### src/rtl/mem_arb_pkg.sv
// Shared types and defaults for the fetch/data memory port arbiter.
// State encoding is fixed so that waveforms and debug taps read the same everywhere.
package mem_arb_pkg;

  localparam int ADDR_W_DEF = 32;
  localparam int DATA_W_DEF = 32;
  localparam int DCNT_W     = 4;

  typedef enum logic [1:0] {
    IDLE  = 2'd0,
    GNT_I = 2'd1,
    GNT_D = 2'd2
  } arb_state_t;

endpackage

### src/rtl/mem_arb_watchdog.sv
// Stall watchdog: counts stalled cycles within one grant, raises a sticky err at TIMEOUT.
// err is visible in the very stall cycle that reaches TIMEOUT, then held by r_err.
module mem_arb_watchdog #(
  parameter int TIMEOUT = 1024
) (
  input  logic clk,
  input  logic rst,
  input  logic run,
  input  logic clear,
  output logic err
);

  localparam int CNT_W = $clog2(TIMEOUT + 1);

  logic [CNT_W-1:0] r_cnt;
  logic             r_err;
  logic             w_hit;

  assign w_hit = run && (r_cnt == CNT_W'(TIMEOUT - 1));
  assign err   = r_err | w_hit;

  always_ff @(posedge clk or negedge rst) begin
    if (!rst) begin
      r_cnt <= '0;
      r_err <= 1'b0;
    end else begin
      if (clear) begin
        r_cnt <= '0;
      end else if (run && (r_cnt != CNT_W'(TIMEOUT))) begin
        r_cnt <= r_cnt + 1'b1;
      end
      if (w_hit) begin
        r_err <= 1'b1;
      end
    end
  end

endmodule

### src/rtl/mem_port_arbiter.sv
// Shares one cache port between fetch and data requesters; data wins, bounded by a burst limit.
// Grant is registered (IDLE bubble between accesses) and held until the cache drops m_stall.
module mem_port_arbiter
  import mem_arb_pkg::*;
#(
  parameter int ADDR_W      = ADDR_W_DEF,
  parameter int DATA_W      = DATA_W_DEF,
  parameter int D_BURST_MAX = 4,
  parameter int TIMEOUT     = 1024
) (
  input  logic              clk,
  input  logic              rst,
  input  logic              i_req,
  input  logic [ADDR_W-1:0] i_addr,
  output logic              i_done,
  output logic [DATA_W-1:0] i_rdata,
  output logic              i_stall,
  input  logic              d_re,
  input  logic              d_we,
  input  logic [ADDR_W-1:0] d_addr,
  input  logic [DATA_W-1:0] d_wdata,
  output logic              d_done,
  output logic [DATA_W-1:0] d_rdata,
  output logic              d_stall,
  output logic [ADDR_W-1:0] m_addr,
  output logic [DATA_W-1:0] m_wd,
  output logic              m_re,
  output logic              m_we,
  input  logic [DATA_W-1:0] m_rd,
  input  logic              m_stall,
  output logic              busy,
  output logic              err
);

  arb_state_t        r_state;
  arb_state_t        w_state_nxt;
  logic [ADDR_W-1:0] r_addr;
  logic [DATA_W-1:0] r_wd;
  logic              r_re;
  logic              r_we;
  logic [DCNT_W-1:0] r_dcnt;
  logic              w_d_req;
  logic              w_burst_full;
  logic              w_gnt_d;
  logic              w_gnt_i;
  logic              w_done;
  logic              w_stalled;

  assign w_d_req      = d_re | d_we;
  // Data yields only when it has used up its burst and a fetch is actually waiting.
  assign w_burst_full = (r_dcnt == DCNT_W'(D_BURST_MAX)) && i_req;
  assign w_done       = (r_state != IDLE) && !m_stall;
  assign w_stalled    = (r_state != IDLE) && m_stall;

  always_comb begin
    w_state_nxt = r_state;
    w_gnt_d     = 1'b0;
    w_gnt_i     = 1'b0;
    case (r_state)
      IDLE: begin
        if (w_d_req && !w_burst_full) begin
          w_state_nxt = GNT_D;
          w_gnt_d     = 1'b1;
        end else if (i_req) begin
          w_state_nxt = GNT_I;
          w_gnt_i     = 1'b1;
        end
      end
      GNT_I, GNT_D: begin
        if (!m_stall) w_state_nxt = IDLE;
      end
      default: w_state_nxt = IDLE;
    endcase
  end

  always_ff @(posedge clk or negedge rst) begin
    if (!rst) begin
      r_state <= IDLE;
      r_addr  <= '0;
      r_wd    <= '0;
      r_re    <= 1'b0;
      r_we    <= 1'b0;
      r_dcnt  <= '0;
    end else begin
      r_state <= w_state_nxt;
      if (w_gnt_d) begin
        r_addr <= d_addr;
        r_wd   <= d_wdata;
        r_we   <= d_we;
        r_re   <= d_re & ~d_we;
        if (!i_req) begin
          r_dcnt <= '0;
        end else if (r_dcnt != DCNT_W'(D_BURST_MAX)) begin
          r_dcnt <= r_dcnt + 1'b1;
        end
      end else if (w_gnt_i) begin
        r_addr <= i_addr;
        r_re   <= 1'b1;
        r_we   <= 1'b0;
        r_dcnt <= '0;
      end else if (w_done) begin
        r_re <= 1'b0;
        r_we <= 1'b0;
      end
    end
  end

  mem_arb_watchdog #(
    .TIMEOUT(TIMEOUT)
  ) u_watchdog (
    .clk  (clk),
    .rst  (rst),
    .run  (w_stalled),
    .clear(w_done),
    .err  (err)
  );

  assign i_done  = (r_state == GNT_I) && !m_stall;
  assign d_done  = (r_state == GNT_D) && !m_stall;
  assign i_rdata = i_done ? m_rd : '0;
  assign d_rdata = d_done ? m_rd : '0;
  assign i_stall = i_req & ~i_done;
  assign d_stall = w_d_req & ~d_done;
  assign m_addr  = r_addr;
  assign m_wd    = r_wd;
  assign m_re    = r_re;
  assign m_we    = r_we;
  assign busy    = (r_state != IDLE);

endmodule

### config.mk
export PLATFORM = sky130hd
export DESIGN_NAME = mem_port_arbiter
export DESIGN_NICKNAME = d
export VERILOG_FILES = /design/src/rtl/mem_arb_pkg.sv /design/src/rtl/mem_arb_watchdog.sv /design/src/rtl/mem_port_arbiter.sv
export SDC_FILE = /design/constraint.sdc
export NUM_CORES = 1
export LEC_CHECK = 0
export BUFFER_PORTS_ARGS = -buffer_cell sky130_fd_sc_hd__buf_2
export CORE_UTILIZATION = 40
export CTS_BUF_LIST = sky130_fd_sc_hd__clkbuf_8
export CTS_CLUSTER_DIAMETER = 200
export DETAILED_ROUTE_END_ITERATION = 8
export PLACE_DENSITY = 0.85
export RECOVER_POWER = 25
export REMOVE_ABC_BUFFERS = 1
export SLEW_MARGIN = 20
export SYNTH_ARGS = -nofsm -noshare
export SYNTH_HDL_FRONTEND = slang
export SYNTH_SLANG_ARGS = --single-unit
### constraint.sdc
create_clock -name clk -period 2.3 [get_ports clk]
set_clock_uncertainty 0.15 [all_clocks]
set_input_delay 0.46 -clock clk [delete_from_list [all_inputs] [get_ports clk]]
set_output_delay 0.46 -clock clk [all_outputs]
set_load 0.1 [all_outputs]
* After elaboration in Yosys (flattened, before gate mapping)
Index checks and enable logic that the tools add are counted.
** Storage, ports and cells
- Input bits :: 134
- Bits in registers :: 84
- Output and inout port bits :: 136
** Operators by class
- Bitwise gates (word level) :: 8
- Add/sub/neg operators :: 2
- Reductions and logical operators :: 18
- Multiplexer cells :: 24
- Equal/unequal tests :: 9
** Operators by type and width (number)
- 32-bit 2-to-1 mux :: 4
- 11-bit 2-to-1 mux :: 2
- 4-bit 2-to-1 mux :: 4
- 11-bit by 1-bit adder with 11-bit output (second input constant) :: 1
- 11-bit by 10-bit == test with 1-bit output (second input constant) :: 1
- 11-bit != test (second input constant) :: 1
- 1-bit 2-to-1 mux :: 10
- 1-bit logical AND :: 8
- 2-bit 2-to-1 mux :: 3
- 2-bit nonzero test :: 3
- 4-bit by 1-bit adder with 4-bit output (second input constant) :: 1
- 4-bit by 3-bit == test with 1-bit output (second input constant) :: 1
- 4-bit by 3-bit != test with 1-bit output (second input constant) :: 1
- 2-bit one-hot mux with 2 select lines :: 1
- 2-bit AND reduction :: 2
- 1-bit AND :: 3
- 3-bit by 2-bit != test with 1-bit output (second input constant) :: 1
- 3-bit != test (second input constant) :: 1
- 1-bit inverter :: 3
- 3-bit nonzero test :: 1
- 2-bit by 1-bit == test with 1-bit output (second input constant) :: 1
- 2-bit == test (second input constant) :: 1
- 1-bit logical NOT :: 2
- 2-bit logical NOT :: 1
- other kinds (3) :: 4

* Longest topological paths before layout
Gate-level depths: netlist of run 1.
- Word-level depth :: 8
- Mapped depth :: 9
- Gate-level depth less buffers :: 6

* By module
From an unflattened synthesis of run 1, not the netlist that was laid out.
** Unflattened totals
- Cell total of the unflattened synthesis :: 442
- Area total of the unflattened synthesis :: 4576.9 um^2
** By module, submodules not included
- mem_port_arbiter :: cells each 375, area each 3918.8 um^2, times used 1
- mem_arb_watchdog :: cells each 67, area each 658.1 um^2, times used 1

* Least setup slack after synthesis of run 1
No wires, ideal clock.
- Path kind :: input to output
- Start point :: in m_stall
- End point :: out d_rdata[22]
- Cell stages on the path :: 4
- Arrival time :: 2740 ps
- Path slack :: -1050 ps
- Cells stage by stage :: buf_2 nor2b_1 clkbuf_1 and2_1
** Between the ends
- Cells in the longest elaborated chain, start to end :: 3
** RTL lines
- start, declared :: line mem_port_arbiter.sv:30 : input logic m_stall,
- 1-bit logical NOT :: line mem_port_arbiter.sv:119 : assign d_done = (r_state == GNT_D) && !m_stall;
- 1-bit logical AND :: line mem_port_arbiter.sv:119
- net d_done :: line mem_port_arbiter.sv:22 : output logic d_done,
- 32-bit 2-to-1 mux :: line mem_port_arbiter.sv:121 : assign d_rdata = d_done ? m_rd : '0;
- end, declared :: line mem_port_arbiter.sv:23 : output logic [DATA_W-1:0] d_rdata,
The timed path passes the listed nets, and every way through them passes these cells.

* Worst setup path after layout of run 1
- Start point :: reg r_state[1]
- End point :: out i_rdata[16]
** Between the ends
- Cells in the longest elaborated chain, start to end :: 3
** RTL lines
- start, declared :: line mem_port_arbiter.sv:35 : arb_state_t r_state;
- start signal, assigned :: line mem_port_arbiter.sv:85 : r_state <= w_state_nxt;
- 2-bit by 1-bit == test with 1-bit output :: line mem_port_arbiter.sv:118 : assign i_done = (r_state == GNT_I) && !m_stall;
- 1-bit logical AND :: line mem_port_arbiter.sv:118
- 32-bit 2-to-1 mux :: line mem_port_arbiter.sv:120 : assign i_rdata = i_done ? m_rd : '0;
- end, declared :: line mem_port_arbiter.sv:16 : output logic [DATA_W-1:0] i_rdata,
No other way between the ends.

==> summary.md, run 1 <==
| Metric | Value |
|---|---|
| Num CTS Buffers | 9 |
| Cells after Synth | 444 |
| PortBufs | ~270 |
| Max Cap Viol | 0 |
| Yosys top cell by area | dfrtp_1 |
| Post-synth top area share | 0.493 |
| Hold WS | between 0.1 and 0.15 ns |
| Gr usage total | 0.259 |
| Grt total ovfl | 0 |
| RSZ-0062 raised after global routing | yes |
| Count of final setup violators | between 60 and 70 |
| Clk Latency, worst-skew pair | around 0.36 ns |
| Worst Setup SP | r_state[1] |
| Kind of critical path | register to output port |
| Synth warn | 0 |
| CP max stage delay | a little over 0.4 ns |
| Crit path time final | 2.40 ns |
| Multiplexer share of the synthesized area | 0.0123 |
| CP max FO | 8 |
| Ys async rst share | 1.00 |
| Drt wl/cell | 17.4 um |
| Register area share after synthesis | 0.493 |
| Critical path's slowest cell | dfrtp_1 |
| Worst setup margin | -0.105 ns |
| Most used cell, CP | buf_12 |
| Clk slew on worst S/H paths | 0.09 ns |
| Most frequent cells after synthesis | nand2_1, dfrtp_1, and2_1 |
| Routed WL | between 10 and 15 mm |
| Initial Utilization | 0.413 |
| Hold Startpoint | d_wdata[28] |
| Slew margin rel. | 0.453 |
| Vias per cell | 5.21 |
| Final #Nets | between 800 and 900 |
| Area Growth Syn to Fin | 72.9% |
| Cell variety after synth | 47 |
| Synth Register Bits | 84 |
| Sink Count | 84 |
| Post-route clock period utilization | 1.05 |
| Core area | 0.0103 sq mm |
| Via count | 4478 |
| Adder-cell share of the synthesized area | 0.0205 |
| CTS max path bufs | 2 |
| Height of the die | ~110 um |
| # H-tree levels | 3 |
| Synth area leaders | dfrtp_1, nand2_1, and2_1 |
| XOR/XNOR Fraction of Synth Area | 0.00410 |
| Number of synthesized flops with an enable pin | 0 |
| Mapped cell area | roughly 0.0043 sq mm |
| Slew @ Worst Pin | approximately 0.8 ns |
| # rows | 37 |
| Crit path arrival time | about 1.8 ns |
| Post-synthesis simple-gate area fraction | 0.301 |
| Global-route wire length before repair | between 20 and 25 mm |
| Outcome | complete, but fails checks |
| Worst r2r src | r_state[0] |
| F_max | roughly 0.42 GHz |
| Initial antenna violation count | 0 |
| Cell with the most instances after synthesis | nand2_1 |
| DPL Wire Length | 10.4 mm |
| CP required | roughly 1.7 ns |
| ANT cells | 0 |
| Final Hold Viols | 0 |
| Failing checks | setup timing |
| Share of post-route cells with drive strength above 1 | 0.541 |
| Drt first pass iters | 5 |
| Root Buffer | clkbuf_8 |
| Post-synth top flop | dfrtp_1 |
| Startpoint Class | register |
| Number of routed nets with antenna violations | 0 |
| Drc violations | 0 |
| Vias in the first global route | roughly 4600 |
| Largest family of logic cells by synthesized area | simple AND/OR/NAND/NOR gates |
| Final GP Congestion | between 0.9 and 1 |
| Worst hold path class | input pin to register |
| # IOs | 270 |
| Syn avg cell area | 9.61 sq um |
| Die W | between 100 and 150 um |
| CP cell instances | inv_2 -> ha_1 -> nor2b_4 -> buf_12 -> clkbuf_16 -> and2_4 -> buf_12 |
| CTS tree | built |
| Post-synthesis compound-gate area fraction | 0.121 |
| First-iteration detailed-routing DRC count | ~330 |
| CP Capture Type | output port |
| Die area | approximately 0.011 sq mm |
| Slew Limit Fails | 0 |
| Largest net degree at the start of global routing | 66 |
[worst paths after layout]
kind                       slack [ns]                    to  cells past startpoint
max                             -0.10           i_rdata[16]                      7
max in group asynchronous        0.28            m_addr[20]                      3
min                              0.14              m_wd[28]                      3
min reg2reg                      0.32              m_wd[30]                      2
max reg2reg                      0.15            m_addr[10]                      5
min in group asynchronous        0.57  u_watchdog.r_cnt[10]                      2
[routing by layer]
layer,track usage,vias to the layer above,share of wire
met3,0.0563,34,0.069
li1,-,2073,-
met2,0.471,232,0.53
met5,0,-,0
met1,0.289,2139,0.37
met4,0.115,0,0.025
[repair_timing]
item | 4_1_cts | 5_1_grt
pin swaps | 2 | 5
gates resized for setup | 42 | 40
setup endpoints to repair | 67 | 68
hold buffers | 1 | 0
cloned | 2 | 3
setup buffers | 5 | 3
endpoints found under the hold margin | 33 | 0
[layout make-up]
| cell class | count | area (sq um) |
|---|---|---|
| sequential | 84 | 2100 |
| clock inverter | 7 | 50.0 |
| multi-input combinational | 321 | 2170 |
| clock buffer | 9 | 124 |
| timing repair buffer | 293 | 2730 |
| inverter | 9 | 33.8 |
| fill | 693 | 2950 |
| tap | 136 | 170 |
[sequential cells by signal (all words and copies together) (netlist names)]
signal and count:
m_wd 32, m_re 1, u_watchdog.r_err 1, m_addr 32, u_watchdog.r_cnt 11, r_dcnt 4, m_we 1, r_state 2
[cell usage in the layout, fill, tap and decap left out, drive strengths merged, types with 2 or more instances in the layout]
cell,n
a221o,32
clkinv,2
and2,64
nor3,4
nor2,5
clkinvlp,3
inv,11
a21o,3
a21oi,3
ha,7
or2,3
nor2b,5
o21ai,7
and3,33
nand4,5
a22o,3
nand3,8
mux2i,3
nor4,3
clkbuf,12
or4,3
mux2,2
buf,289
nand2,110
dfrtp,84
o31ai,2
[cell families (layout without fill, tap and decap cells)]
logic type,after synthesis,count (layout)
multiplexers,5,5
AO/OA/AOI/OAI,59,59
buffers and inverters,39,318
AND/OR/NAND/NOR,248,248
XOR/XNOR,2,2
flip-flops,84,84
adder cells (fa/ha/maj),7,7
[per-stage QoR]
step	util	TNS, ns	cells	cell area, sq um	setup WS (ns)
finish	0.715	-4.25	859	7380	-0.105
detailed placement	0.659	0	829	6800	0.146
floorplan	-	-131.15	414	4090	-2.16
CTS	0.697	-5.23	853	7200	-0.0922
global placement	0.659	0	829	6800	0.251
global route	0.715	-10.63	859	7380	-0.179
[critical path, delay by kind of cell, from the launching register on]
family,cells,cell delay (ns)
adders and majority gates,1,0.14
buffers and inverters,4,0.51
DFF,1,0.41
and+or+nand+nor,2,0.36
Power of run 1 is left out: the tool's default activity adds up to more than one toggle a clock period on the data nets, which glitch-free logic cannot reach.
==> run 2, diff against run 1 <==
--- a/config.mk
+++ b/config.mk
@@ -10,10 +10,12 @@
 export CTS_BUF_LIST = sky130_fd_sc_hd__clkbuf_8
 export CTS_CLUSTER_DIAMETER = 200
 export DETAILED_ROUTE_END_ITERATION = 8
-export PLACE_DENSITY = 0.85
+export PLACE_DENSITY = 0.83
 export RECOVER_POWER = 25
 export REMOVE_ABC_BUFFERS = 1
+export SKIP_LAST_GASP = 1
 export SLEW_MARGIN = 20
 export SYNTH_ARGS = -nofsm -noshare
 export SYNTH_HDL_FRONTEND = slang
+export SYNTH_HIERARCHICAL = 1
 export SYNTH_SLANG_ARGS = --single-unit
==> summary.md, run 2 <==
| Metric | Value |
|---|---|
| Count of final setup violators | 69 |
| Most frequent cells after synthesis | nor2_1, dfrtp_1, and2_1 |
| Flop2flop setup slack | around 0.17 ns |
| Initial antenna violation count | 2 |
| Via count | between 4000 and 5000 |
| Slew margin rel. | 0.263 |
| Core area | ~0.011 sq mm |
| Max Cap Viol | 0 |
| # rows | 38 |
| Most frequent cells in the layout | buf_2, nor2_1, dfrtp_1 |
| Outcome | complete, but fails checks |
| Grt total ovfl | 0 |
| Largest net degree at the start of global routing | between 40 and 50 |
| Most common cell after layout, fill and taps aside | buf_2 |
| Yosys top cell by area | dfrtp_1 |
| Slew @ Worst Pin | ~1.1 ns |
| Cell variety after synth | 45 |
| Share of post-route cells with drive strength above 1 | 0.634 |
| Clk slew on worst S/H paths | ~0.09 ns |
| Vias in the first global route | ~4700 |
| WHS Endpoint | m_wd[15] |
| First-iteration detailed-routing DRC count | between 200 and 300 |
| Multi-input gate area | between 0.002 and 0.0025 sq mm |
| Worst setup margin | -0.295 ns |
| Failing checks | setup timing |
| Post-synth top area share | 0.459 |
| CTS max path bufs | 2 |
| Crit path arrival time | between 1.5 and 2 ns |
| Fillers | about 700 |
| Cell with the most instances after synthesis | nor2_1 |
| F_max | about 0.39 GHz |
| Root Buffer | clkbuf_8 |
| Worst r2r src | r_dcnt[0] |
| Kind of critical path | register to output port |
| Worst hold path class | input pin to register |
| Hold depth | 2 |
| Startpoint Class | register |
| Final GP Congestion | between 0.8 and 0.9 |
| Post-synth top flop | dfrtp_1 |
| Global-route wire length before repair | 22.6 mm |
| Drt first pass iters | 4 |
| Final Hold Viols | 0 |
| Worst r2r dst | m_addr[25] |
| Crit path time final | roughly 2.6 ns |
| DPL Wire Length | about 11 mm |
| Synth warn | 6 |
| Worst Reg-to-Reg Cells | 6 |
| CP Capture Type | output port |
| Number of synthesized flops with an enable pin | 0 |
| PortBufs | approximately 270 |
| Die area | around 0.012 sq mm |
| CP required | 1.69 ns |
| Hold Startpoint | d_wdata[15] |
| Synth Register Bits | between 80 and 90 |
| Reg area | roughly 0.0021 sq mm |
| Clk Latency, worst-skew pair | between 0.3 and 0.4 ns |
| Drc violations | 0 |
| Height of the die | between 100 and 150 um |
| # IOs | 270 |
| Routed WL | approximately 16 mm |
| Register area share after synthesis | 0.459 |
| Vias per cell | between 5 and 6 |
| Number of routed nets with antenna violations | 0 |
| Gr usage total | 0.249 |
| Total negative slack | -15.01 ns |
| Post-route clock period utilization | 1.13 |
| Cells after Synth | 442 |
| Mapped cell area | 0.00458 sq mm |
| RSZ-0062 raised after global routing | yes |
| Num CTS Buffers | 9 |
| Syn avg cell area | slightly above 10 sq um |
| Die W | roughly 110 um |
| DP Cell Count | ~840 |
| Initial Utilization | 0.417 |
| # H-tree levels | 3 |
| Sink Count | between 80 and 90 |
| Ys async rst share | 1.00 |
| CTS tree | built |
| Slew Limit Fails | 0 |
| Synth area leaders | dfrtp_1, a221oi_2, and2_1 |
| Final #Nets | just under 900 |
| CP max FO | 2 |
| Area Growth Syn to Fin | 73.5% |
| Non-filler cells, final | a little under 900 |
| Drt wl/cell | about 18 um |
-- run 2: worst max-delay path by stage --
stage / start / to / depth (start not counted)
3_5_place_dp: r_state[0] / err / 7
6_report: r_state[1] / err / 7
4_1_cts: r_state[1] / err / 7
3_3_place_gp: r_state[0] / err / 7
2_1_floorplan: r_state[0] / d_stall / 4
5_1_grt: r_state[0] / err / 7
-- run 2: cell families (layout without fill, tap and decap cells) --
kind of cell               count (synthesis)  in the layout  share of synthesized area
and+or+nand+nor                          208            208                      0.235
buffers and inverters                     41            336                     0.0459
muxes                                     36             36                     0.0883
DFF                                       84             84                      0.459
other                                      0              2                          0
adders and majority gates                  7              7                     0.0191
AOI/OAI and AO/OA                         64             64                      0.149
xor gates and xnor gates                   2              2                    0.00383
-- run 2: layout make-up --
type | count | share of cell area
Inverter | 10 | 0.00567
Clock inverter | 6 | 0.00489
Clock buffer | 10 | 0.0173
Timing Repair Buffer | 310 | 0.370
Multi-Input combinational cell | 317 | 0.314
Tap cell | 140 | 0.0221
Sequential cell | 84 | 0.265
Antenna cell | 2 | 0.000630
-- run 2: per-layer routing --
| layer | routed length (um) | share of wire | global-route usage |
|---|---|---|---|
| met1 | 5690 | 0.35 | 0.259 |
| met3 | 1050 | 0.065 | 0.0514 |
| met4 | 580 | 0.036 | 0.102 |
| met5 | 0 | 0 | 0 |
| met2 | 8800 | 0.55 | 0.478 |
-- run 2: worst max-delay path, cell delays in order (launching register included) --
cell and delay [ns]:
dfrtp_1 0.38, inv_2 0.07, ha_4 0.18, nor2b_4 0.11, nand3_2 0.08, or4_4 0.56, nand2b_4 0.10, buf_12 0.17
-- run 2: stage by stage --
step                      hold WS, ns  worst slack, ns  area [sq um]   util
after floorplan                0.0144            -2.19          4400      -
final                           0.163           -0.295          7940  0.723
after CTS                       0.146           -0.277          7720  0.703
after global placement          0.294           0.0349          7220  0.657
after global routing            0.158           -0.379          7940  0.723
after detailed placement        0.300         -0.00317          7220  0.657
-- run 2: repair_timing --
item,in CTS,in global routing
endpoints found under the hold margin,43,0
pin swaps,2,29
gates cloned,3,3
hold buffers,1,0
buffers inserted,9,6
gates resized for setup,55,43
endpoints found under the setup margin,68,70
Power of run 2 is left out for the same reason.
==> run 3, diff against run 2 <==
--- a/config.mk
+++ b/config.mk
@@ -11,7 +11,6 @@
 export CTS_CLUSTER_DIAMETER = 200
 export DETAILED_ROUTE_END_ITERATION = 8
 export PLACE_DENSITY = 0.83
-export RECOVER_POWER = 25
 export REMOVE_ABC_BUFFERS = 1
 export SKIP_LAST_GASP = 1
 export SLEW_MARGIN = 20
==> summary.md, run 3 (synthesized netlist as in run 2, its figures left out) <==
| Metric | Value |
|---|---|
| Outcome | complete, but fails checks |
| Failing checks | setup timing |
| Total negative slack | -14.92 ns |
| Util after Layout | 0.725 |
| Drt wl/cell | 18.4 um |
| Critical path's slowest cell | or4_4 |
| Most frequent cells in the layout | buf_2, nor2_1, dfrtp_1 |
| Most common cell after layout, fill and taps aside | buf_2 |
| CP required | ~1.7 ns |
| Height of the die | 109 um |
| # IOs | 270 |
| Sink Count | 84 |
| Die area | 0.0119 sq mm |
| CP cell instances | inv_2 -> ha_4 -> nor2b_4 -> nand3_2 -> or4_4 -> nand2b_4 -> buf_12 |
| Reg area | ~0.0021 sq mm |
| # H-tree levels | 3 |
| Final Hold Viols | 0 |
| CP max stage delay | ~0.56 ns |
| Initial Utilization | 0.417 |
| Slew margin rel. | 0.610 |
| PortBufs | between 200 and 300 |
| Die W | 109 um |
| Root Buffer | clkbuf_8 |
| CTS tree | built |
| Vias in the first global route | 4668 |
| Largest net degree at the start of global routing | between 40 and 50 |
| Slew Limit Fails | 0 |
| Drc violations | 0 |
| Grt total ovfl | 0 |
| Hold WS | between 0.15 and 0.2 ns |
| Crit path time final | between 2 and 3 ns |
| F_max | 0.385 GHz |
| Slew @ Worst Pin | around 0.58 ns |
| Drt first pass iters | 4 |
| DPL Wire Length | roughly 11 mm |
| Crit path arrival time | 1.98 ns |
| Num CTS Buffers | 9 |
| Routed WL | roughly 16 mm |
| Count of final setup violators | 69 |
| Startpoint Class | register |
| Share of post-route cells with drive strength above 1 | 0.635 |
| Multi-input gate area | 0.00251 sq mm |
| Fillers | approximately 700 |
| Worst setup margin | -0.294 ns |
| Area post-placement | a little over 0.007 sq mm |
| Worst r2r src | r_state[1] |
| Gr usage total | 0.249 |
| Worst Setup SP | r_state[0] |
| Vias per cell | 5.32 |
| Final #Nets | a little under 900 |
| Number of routed nets with antenna violations | 0 |
| First-iteration detailed-routing DRC count | a little over 300 |
| Area Growth Syn to Fin | 74.0% |
| CTS max path bufs | 2 |
| Max Cap Viol | 0 |
| Core area | roughly 0.011 sq mm |
| Worst hold path class | input pin to register |
| Clk Latency, worst-skew pair | approximately 0.34 ns |
| Post-route clock period utilization | 1.13 |
| RSZ-0062 raised after global routing | yes |
| Via count | 4676 |
| CP Capture Type | output port |
| Initial antenna violation count | 2 |
| CP max FO | 2 |
| Global-route wire length before repair | around 23 mm |
| # rows | 38 |
| Kind of critical path | register to output port |
| Hold Startpoint | d_wdata[15] |
| Clk slew on worst S/H paths | roughly 0.09 ns |
| Final GP Congestion | between 0.8 and 0.9 |
| Cell area after layout | between 0.007 and 0.008 sq mm |
==> run 3: cell types whose count changed in the layout (fill, tap and decap cells not counted) <==
cell	delta
nand4b_4	+1
clkbuf_2	-1
buf_12	+1
buf_6	-1
nand4b_1	-1
buf_4	+1
==> run 3: what timing repair did <==
item	CTS	global route
hold endpoints to repair	43	0
gates resized for setup	55	43
pin swaps	2	29
endpoints found under the setup margin	68	70
cloned	3	3
hold buffers	1	0
buffers inserted	9	6
==> run 3: metal layers <==
layer / global-route usage / routed length [um] / vias up
met1: 0.259 / 5750 / 2279
met4: 0.102 / 567 / 0
met3: 0.0514 / 992 / 43
met5: 0 / 0 / -
met2: 0.478 / 8830 / 237
li1: - / - / 2117
==> run 3: cell type report <==
class                           instances  share of cell area
Clock inverter                          6             0.00487
Inverter                               10             0.00566
Clock buffer                           10              0.0173
Antenna cell                            2            0.000628
Timing Repair Buffer                  310               0.371
Multi-Input combinational cell        317               0.315
Tap cell                              140              0.0220
Sequential cell                        84               0.264
==> run 3: metrics by stage <==
stage / std cells / worst slack (ns)
6_report: 879 / -0.294
5_1_grt: 879 / -0.379
4_1_cts: 868 / -0.277
3_5_place_dp: 839 / -0.00317
3_3_place_gp: 839 / 0.0349
2_1_floorplan: 411 / -2.19
==> run 3: worst paths after layout <==
path                                    end  slack, ns  depth (start not counted)
max                                     err      -0.29                          7
min                                m_wd[15]       0.16                          2
max reg2reg                      m_addr[25]       0.24                          8
min reg2reg                u_watchdog/r_err       0.34                          1
max in group asynchronous         m_addr[4]       0.86                          3
min in group asynchronous          m_wd[19]       0.51                          2
==> run 3: worst max-delay path: cells and delay by family, from the launching register on <==
kind          cells  cell delay, ns
simple gates      4            0.85
buf+inv           2            0.24
flops             1            0.38
fa+ha+maj         1            0.17
Power of run 3 is left out for the same reason.
